--- config.mk ---
export PLATFORM = sky130hd
export DESIGN_NAME = lockout_timer_flat
export DESIGN_NICKNAME = d
export VERILOG_FILES = /design/src/rtl/lockout_timer_if.sv /design/src/rtl/lockout_timer.sv /design/src/flat_wrapper.sv
export SDC_FILE = /design/constraint.sdc
export NUM_CORES = 1
export LEC_CHECK = 0
export BUFFER_PORTS_ARGS = -buffer_cell sky130_fd_sc_hd__clkbuf_2
export CORE_MARGIN = 10
export CORE_UTILIZATION = 50
export DETAILED_ROUTE_END_ITERATION = 8
export PLACE_DENSITY = 0.73
export SYNTH_ARGS = -nofsm -noshare
export SYNTH_HDL_FRONTEND = slang
export SYNTH_SLANG_ARGS = --single-unit
--- constraint.sdc ---
create_clock -name clk -period 3.5 [get_ports clk]
set_input_delay 0.175 -clock clk [delete_from_list [all_inputs] [get_ports clk]]
set_output_delay 0.175 -clock clk [all_outputs]
set_load 0.02 [all_outputs]
--- src/rtl/lockout_timer_if.sv ---
// Keypad lockout bus: lock request / admin clear in, lock status and alarm out.
interface lockout_timer_if #(
  parameter int unsigned CNT_W = 8
);
  logic             lock_req;
  logic             admin_clr;
  logic             locked;
  logic             keypad_enb;
  logic             clr_attempts;
  logic [CNT_W-1:0] sec_left;
  logic [1:0]       strikes;
  logic [2:0]       led_4;

  // Controller side: drives requests, observes lockout status.
  modport master (
    output lock_req, admin_clr,
    input  locked, keypad_enb, clr_attempts, sec_left, strikes, led_4
  );

  // Lockout timer side.
  modport slave (
    input  lock_req, admin_clr,
    output locked, keypad_enb, clr_attempts, sec_left, strikes, led_4
  );
endinterface

--- src/rtl/lockout_timer.sv ---
// Timed keypad lockout with per-second countdown, blinking red alarm and
// strike escalation (lockout length doubles per completed lockout, max x8).
module lockout_timer #(
  parameter int unsigned TICK_DIV = 100000000,
  parameter int unsigned LOCK_SEC = 30,
  parameter int unsigned CNT_W    = 8
) (
  input  logic           clk,
  input  logic           rst,
  lockout_timer_if.slave bus
);

  localparam int unsigned PW = $clog2(TICK_DIV);

  typedef enum logic [1:0] {
    S_IDLE,
    S_LOCKED,
    S_RELEASE
  } state_t;

  state_t           r_state;
  logic             r_sync1;
  logic             r_lreq_s;
  logic [PW-1:0]    r_presc;
  logic             r_blink;
  logic [CNT_W-1:0] r_sec_left;
  logic [1:0]       r_strikes;
  logic             r_locked;
  logic             r_clr;
  logic [2:0]       r_led;

  logic             w_tick;
  logic [CNT_W-1:0] w_load;
  logic [1:0]       w_strikes_inc;

  assign w_tick        = (r_presc == PW'(TICK_DIV - 1));
  assign w_load        = CNT_W'(LOCK_SEC << r_strikes);
  assign w_strikes_inc = (r_strikes == 2'd3) ? 2'd3 : r_strikes + 2'd1;

  // Two-flop synchroniser for the asynchronous lock request.
  always_ff @(posedge clk or negedge rst) begin
    if (!rst) begin
      r_sync1  <= 1'b0;
      r_lreq_s <= 1'b0;
    end else begin
      r_sync1  <= bus.lock_req;
      r_lreq_s <= r_sync1;
    end
  end

  // Lockout FSM with countdown, blink and registered outputs.
  always_ff @(posedge clk or negedge rst) begin
    if (!rst) begin
      r_state    <= S_IDLE;
      r_presc    <= '0;
      r_blink    <= 1'b0;
      r_sec_left <= '0;
      r_strikes  <= '0;
      r_locked   <= 1'b0;
      r_clr      <= 1'b0;
      r_led      <= 3'b000;
    end else if (bus.admin_clr) begin
      r_strikes <= '0;
      if (r_state == S_LOCKED) begin
        r_state    <= S_RELEASE;
        r_sec_left <= '0;
        r_locked   <= 1'b0;
        r_clr      <= 1'b1;
        r_led      <= 3'b010;
      end
    end else begin
      case (r_state)
        S_IDLE: begin
          if (r_lreq_s) begin
            r_state    <= S_LOCKED;
            r_sec_left <= w_load;
            r_presc    <= '0;
            r_blink    <= 1'b1;
            r_locked   <= 1'b1;
            r_led      <= 3'b100;
          end
        end
        S_LOCKED: begin
          if (w_tick) begin
            r_presc <= '0;
            r_blink <= ~r_blink;
            // LED follows the post-toggle blink value.
            r_led   <= r_blink ? 3'b000 : 3'b100;
            if (r_sec_left == CNT_W'(1)) begin
              r_state    <= S_RELEASE;
              r_sec_left <= '0;
              r_strikes  <= w_strikes_inc;
              r_locked   <= 1'b0;
              r_clr      <= 1'b1;
              r_led      <= 3'b010;
            end else begin
              r_sec_left <= r_sec_left - CNT_W'(1);
            end
          end else begin
            r_presc <= r_presc + PW'(1);
          end
        end
        S_RELEASE: begin
          if (!r_lreq_s) begin
            r_state <= S_IDLE;
            r_clr   <= 1'b0;
            r_led   <= 3'b000;
          end
        end
        default: begin
          r_state  <= S_IDLE;
          r_locked <= 1'b0;
          r_clr    <= 1'b0;
          r_led    <= 3'b000;
        end
      endcase
    end
  end

  assign bus.locked       = r_locked;
  assign bus.keypad_enb   = ~r_locked;
  assign bus.clr_attempts = r_clr;
  assign bus.sec_left     = r_sec_left;
  assign bus.strikes      = r_strikes;
  assign bus.led_4        = r_led;

endmodule

--- src/flat_wrapper.sv ---
// flat-port wrapper written by rule: the top's interface ports become plain ports
module lockout_timer_flat 
#(
  parameter int unsigned TICK_DIV = 100000000,
  parameter int unsigned LOCK_SEC = 30,
  parameter int unsigned CNT_W    = 8
)
  (clk, rst, bus_lock_req, bus_admin_clr, bus_locked, bus_keypad_enb, bus_clr_attempts, bus_sec_left, bus_strikes, bus_led_4);
  lockout_timer_if #(.CNT_W(CNT_W)) bus_i ();
  input  logic clk;
  input  logic rst;
  input wire logic [$bits(bus_i.lock_req)-1:0] bus_lock_req;
  input wire logic [$bits(bus_i.admin_clr)-1:0] bus_admin_clr;
  output wire logic [$bits(bus_i.locked)-1:0] bus_locked;
  output wire logic [$bits(bus_i.keypad_enb)-1:0] bus_keypad_enb;
  output wire logic [$bits(bus_i.clr_attempts)-1:0] bus_clr_attempts;
  output wire logic [$bits(bus_i.sec_left)-1:0] bus_sec_left;
  output wire logic [$bits(bus_i.strikes)-1:0] bus_strikes;
  output wire logic [$bits(bus_i.led_4)-1:0] bus_led_4;
  assign bus_i.lock_req = bus_lock_req;
  assign bus_i.admin_clr = bus_admin_clr;
  assign bus_locked = bus_i.locked;
  assign bus_keypad_enb = bus_i.keypad_enb;
  assign bus_clr_attempts = bus_i.clr_attempts;
  assign bus_sec_left = bus_i.sec_left;
  assign bus_strikes = bus_i.strikes;
  assign bus_led_4 = bus_i.led_4;
  lockout_timer #(.TICK_DIV(TICK_DIV), .LOCK_SEC(LOCK_SEC), .CNT_W(CNT_W)) u_core (.clk(clk), .rst(rst), .bus(bus_i));
endmodule
==> results of run 1 <==
layout by cell type (no fill, tap or decap), types with 5 or more instances in the layout:
| master | n |
|---|---|
| nand2_1 | 16 |
| dfrtp_1 | 46 |
| clkbuf_8 | 6 |
| inv_1 | 14 |
| xor2_1 | 18 |
| nor2_1 | 33 |
| nand3_1 | 16 |
| o21ai_0 | 9 |
| clkbuf_2 | 18 |
| nand4_1 | 9 |
| a21oi_1 | 10 |
| and3_1 | 7 |
| and4_1 | 5 |
how the worst max path moves through the flow:
stage | to | cells past startpoint | slack (ps) | from
5_1_grt | u_core.r_presc[5] | 5 | 1210 | u_core.r_state[1]
3_5_place_dp | u_core.r_presc[5] | 5 | 1470 | u_core.r_state[1]
4_1_cts | u_core.r_presc[5] | 5 | 1430 | u_core.r_state[1]
2_1_floorplan | u_core.bus.sec_left[2] | 7 | 1640 | u_core.bus.sec_left[1]
3_3_place_gp | u_core.r_presc[5] | 5 | 1520 | u_core.r_state[1]
6_report | u_core.r_presc[5] | 5 | 1410 | u_core.r_state[1]
per-stage QoR:
step                      power [mW]  instance area, um^2
after floorplan                 1.17                 2720
after global placement          1.33                 2840
after detailed placement        1.34                 2840
after CTS                       1.68                 2950
after global routing            1.79                 2950
final                           1.67                 2950
worst register-to-register path: stages, from the launching register on:
cell      delay [ps]
dfrtp_1          550
nand2b_1         500
a21oi_1          390
nor2_2            80
buf_4            230
o31ai_1          250
layout make-up:
cell class | instances | share of cell area, %
multi-input combinational | 207 | 48.7
inverter | 14 | 1.78
clock inverter | 1 | 0.169
tap | 70 | 2.96
clock buffer | 7 | 2.92
sequential | 46 | 39.0
timing repair buffer | 23 | 4.49
per-layer routing:
metal | track usage [%] | up-vias
met5 | 0 | -
met4 | 7.09 | 0
met3 | 3.84 | 9
met2 | 20.0 | 56
met1 | 19.9 | 1049
li1 | - | 1066
cell families after synthesis:
| logic type | after synthesis | synth area share [%] |
|---|---|---|
| flops | 46 | 42.3 |
| simple gates | 121 | 27.6 |
| other cells | 1 | 0.138 |
| buf+inv | 30 | 4.83 |
| fa+ha+maj | 3 | 1.38 |
| compound gates | 56 | 15.1 |
| mux | 4 | 1.56 |
| xor+xnor | 22 | 7.08 |
flip-flops by register name, indices dropped and copies added, names as in the netlist:
register / count
u_core.r_state: 2
u_core.r_presc: 27
u_core.r_lreq_s: 1
u_core.bus.clr_attempts: 1
u_core.bus.sec_left: 8
u_core.r_sync1: 1
u_core.bus.strikes: 2
u_core.bus.led_4: 2
u_core.bus.locked: 1
u_core.r_blink: 1
power by group:
part	leakage (nW)	internal, mW	total, mW	switching (mW)
Sequential	0.608	0.612	0.735	0.123
Combinational	0.640	0.220	0.599	0.380
Clock	0.0482	0.159	0.336	0.176
==> flow_summary.ini, run 1 <==
[run_status]
run_status = finished clean

[finish]
final_nets = 304
utilization_pct = 56.8
multi_input_area_um2 = 1440
seqCellArea_um2 = 1150
antenna_cells = 0
layout.cells.non_filler = 368
n_fill_cell = 452
drive_gt1_share_pct = 15.1
area_growth_pct = 8.55

[drt]
drt-total-wl_um = 6090
firstDrtPassIters = 4
routed-wl-met3_um = 351
vias = 2180
drcViolationCount = 0
drt_iter0_drc = 208
viasPerCell = 5.92
met1Wirelength_um = 3020
met2WireLength_um = 2630
top_layer = met4
post_drt_wl_per_cell_um = 16.5
final_antenna_net_count = 0

[sta]
min_period_ps = 2090
hold_violations = 0
clock.fmax_mhz = 478
setup_viol = 0
finalCritPeriodShare_pct = 59.8
setup_tns_ps = 0
slew_violations = 0
relSlewSlack_pct = 47.6
rsz0062_at_grt = false
finClkSkew_ps = 9.46
worst_slack_ps = 1410
tightest_slew_ps = 780
whs_ps = 361

[logic_synthesis]
syn_area_um2 = 2720
syn_nets = 290
synth_top_area_share_pct = 42.3
yosysSeqAreaShare_pct = 42.3
ys_top_cells_by_count = dfrtp_1, nor2_1, xor2_1
synth_flop_cell = dfrtp_1
ys_top_cells_by_area = dfrtp_1, xor2_1, nor2_1
syn_avg_cell_area_um2 = 9.62
yosysMostFrequentCell = dfrtp_1
async_reset_ff_share_pct = 100
ys_warn_count = 0
synthDistinctLibCells = 67
synth_cells = 283
yosys.area.top_type = dfrtp_1
synth_edf_count = 0
ys_seq_elements = 46

[grt]
grt_use_total_pct = 14.4
grt_pass1_vias = 2129
grt.overflow.total = 0
grt_pass1_wl_um = 10400
antenna_found_initial = 0
grt_max_degree = 47

[critical_path]
path_cells = nand2b_1 > a21oi_1 > nor2_2 > buf_4 > o31ai_1
critical-path-slowest-cell = dfrtp_1
cp-start-kind = flip-flop
crit_fanout = 23
criticalPathCategory = flip-flop to flip-flop
rr_endpoint = u_core.r_presc[5]
cp.buffers_inverters = 1
reg2reg_slack_ps = 1410
r2r-start = u_core.r_state[1]
cp-end-kind = flip-flop
worstPathRequired_ps = 3710
cp_top_family = compound AO/OA/AOI/OAI gates
slowest_delay_ps = 550
cp.arrival_ps = 2300
r2r_cells = 5

[floorplanning]
core_um2 = 5200
fp-row-count = 26
io_pins = 20
die_w_um = 93.8
dieArea_um2 = 8790
die_h_um = 93.8
start_util_pct = 52.3

[cts]
cts_tree = built
clk_transition_reported_paths_ps = 80
insertion_delay_ps = 300
ctsResizeCount = 0
cts_sinks = 46
cts_hold_buf = 2
htreeDepth = 2
clock_path_buffers = 2
postCtsSetupRepairBufs = 0
cts_made_buffers = 5
root_buffer = clkbuf_8

[power]
ir_drop_v = 0.000367
power_density_nw_per_um2 = 565
p_leak_nw = 1.30

[hold_path]
hold_depth = 0
holdPathEnd = u_core.r_lreq_s
hp-class = flip-flop to flip-flop
hold_start = u_core.r_sync1

[placed_design]
gp_congestion = 0.890
placed_cells = 358
dp_slack_ps = 1470
dp_hpwl_um = 4170
numPortBuffers = 18

[job]
maxCapViolCount = 0
Note: power is estimated with default switching activity, not from simulation.
==> run 2: changes to the inputs <==
--- a/config.mk
+++ b/config.mk
@@ -9,7 +9,7 @@
 export CORE_MARGIN = 10
 export CORE_UTILIZATION = 50
 export DETAILED_ROUTE_END_ITERATION = 8
-export PLACE_DENSITY = 0.73
+export PLACE_DENSITY = 0.76
 export SYNTH_ARGS = -nofsm -noshare
 export SYNTH_HDL_FRONTEND = slang
 export SYNTH_SLANG_ARGS = --single-unit
==> constraint.sdc (replaced) <==
create_clock -name clk -period 1.77 [get_ports clk]
set_input_delay 0.0885 -clock clk [delete_from_list [all_inputs] [get_ports clk]]
set_output_delay 0.0885 -clock clk [all_outputs]
set_load 0.02 [all_outputs]
==> flow_summary.ini, run 2 (same netlist as run 1, synthesis figures left out) <==
[power]
power_density_nw_per_um2 = 1120
ir_drop_v = 0.000956
p_leak_nw = 1.69

[sta]
clock.fmax_mhz = 538
min_period_ps = 1860
whs_ps = 230
rsz0062_at_grt = true
slew_violations = 0
setup_viol = 19
finClkSkew_ps = 18.4
setup_tns_ps = -381
worst_slack_ps = -89.3
hold_violations = 0
finalCritPeriodShare_pct = 105

[floorplanning]
fp-row-count = 26
io_pins = 20
dieArea_um2 = 8790
start_util_pct = 52.3
core_um2 = 5200
die_h_um = 93.8
die_w_um = 93.8

[critical_path]
cp-start-kind = flip-flop
criticalPathCategory = flip-flop to flip-flop
crit_fanout = 4
cp-end-kind = flip-flop
worstPathRequired_ps = 1970
cp.arrival_ps = 2060

[run_status]
run_status = complete, but fails checks
violations = negative setup slack

[grt]
antenna_found_initial = 0
grt_max_degree = 20
grt_use_total_pct = 15.9
grt_pass1_wl_um = 11500
grt_pass1_vias = 2464
grt.overflow.total = 0

[drt]
viasPerCell = 5.84
vias = 2563
drt_iter0_drc = 144
drcViolationCount = 0
firstDrtPassIters = 5
final_antenna_net_count = 0
drt-total-wl_um = 7310
post_drt_wl_per_cell_um = 16.7

[placed_design]
gp_congestion = 0.948
dp_hpwl_um = 5130
numPortBuffers = 18

[cts]
cts_sinks = 46
insertion_delay_ps = 320
clk_transition_reported_paths_ps = 100
cts_made_buffers = 5
clock_path_buffers = 2
htreeDepth = 2
root_buffer = clkbuf_8
cts_tree = built

[finish]
drive_gt1_share_pct = 39.0
final_nets = 375
n_fill_cell = 373
area_growth_pct = 34.6
final_common_cell = buf_4
largest_register_ffs = 27
utilization_pct = 70.4
regMostFlops = u_core.r_presc
layout_common_cells = buf_4, dfrtp_1, nor2_1
antenna_cells = 0

[hold_path]
hp-class = input port to flip-flop

[job]
maxCapViolCount = 0
==> run 2: cell count changes in the layout (fill, tap and decap cells not counted), moves of 3 or more <==
cell     delta
buf_4      +66
buf_6       +4
and4_4      +3
dfrtp_2     +3
and4_1      -4
dfrtp_1     -3
==> run 2: power breakdown <==
part           internal [mW]  switching, mW
Sequential              1.22          0.188
Combinational          0.857           1.01
Clock                  0.422          0.391
Total                   2.49           1.59
==> run 2: cell type report <==
type	count	area [um^2]	area share, %
Multi-Input combinational cell	207	1560	42.7
Sequential cell	46	1150	31.5
Timing Repair Buffer	94	693	18.9
Tap cell	70	87.6	2.39
Clock buffer	6	72.6	1.98
Inverter	14	52.6	1.43
Clock inverter	2	37.5	1.02
==> run 2: per-layer routing <==
metal / routed length [um] / track usage (%) / up-vias
met3: 545 / 2.96 / 18
met2: 3580 / 26.0 / 100
li1: - / - / 1205
met4: 147 / 4.81 / 0
met1: 3040 / 20.6 / 1240
met5: 0 / 0 / -
==> run 2: what timing repair did <==
action / CTS / global route
hold buffers: 2 / 0
resized for setup: 15 / 26
setup buffers: 2 / 5
pin swaps: 6 / 9
setup endpoints to repair: 32 / 42
hold endpoints to repair: 14 / 0
==> run 2: worst paths after layout <==
check,from,endpoint,slack (ps),cells after the start
max,u_core.bus.sec_left[1],u_core.bus.locked,-90,9
min,bus_admin_clr,u_core.bus.led_4[1],230,2
max reg2reg,u_core.bus.sec_left[1],u_core.bus.locked,-90,9
min reg2reg,u_core.r_sync1,u_core.r_lreq_s,360,0
max in group asynchronous,rst,u_core.bus.clr_attempts,980,3
min in group asynchronous,rst,u_core.r_presc[21],250,2
==> run 2: worst max-delay path, stage by stage (launching register included) <==
cell and delay [ps]:
dfrtp_1 400, inv_2 90, ha_4 130, nor3b_4 190, nand2_2 130, buf_4 170
o31ai_2 260, buf_4 180, o21ai_1 70, o2bb2ai_1 120
==> run 2: stage by stage <==
| stage | std cells | power, mW | setup WS, ps | cell area, um^2 |
|---|---|---|---|---|
| 2_1_floorplan | 283 | 2.31 | -8.27 | 2730 |
| 3_3_place_gp | 422 | 3.01 | -98.4 | 3340 |
| 3_5_place_dp | 422 | 3.06 | -189 | 3340 |
| 4_1_cts | 434 | 3.94 | -81.0 | 3540 |
| 5_1_grt | 439 | 4.29 | -134 | 3660 |
| 6_report | 439 | 4.09 | -89.3 | 3660 |
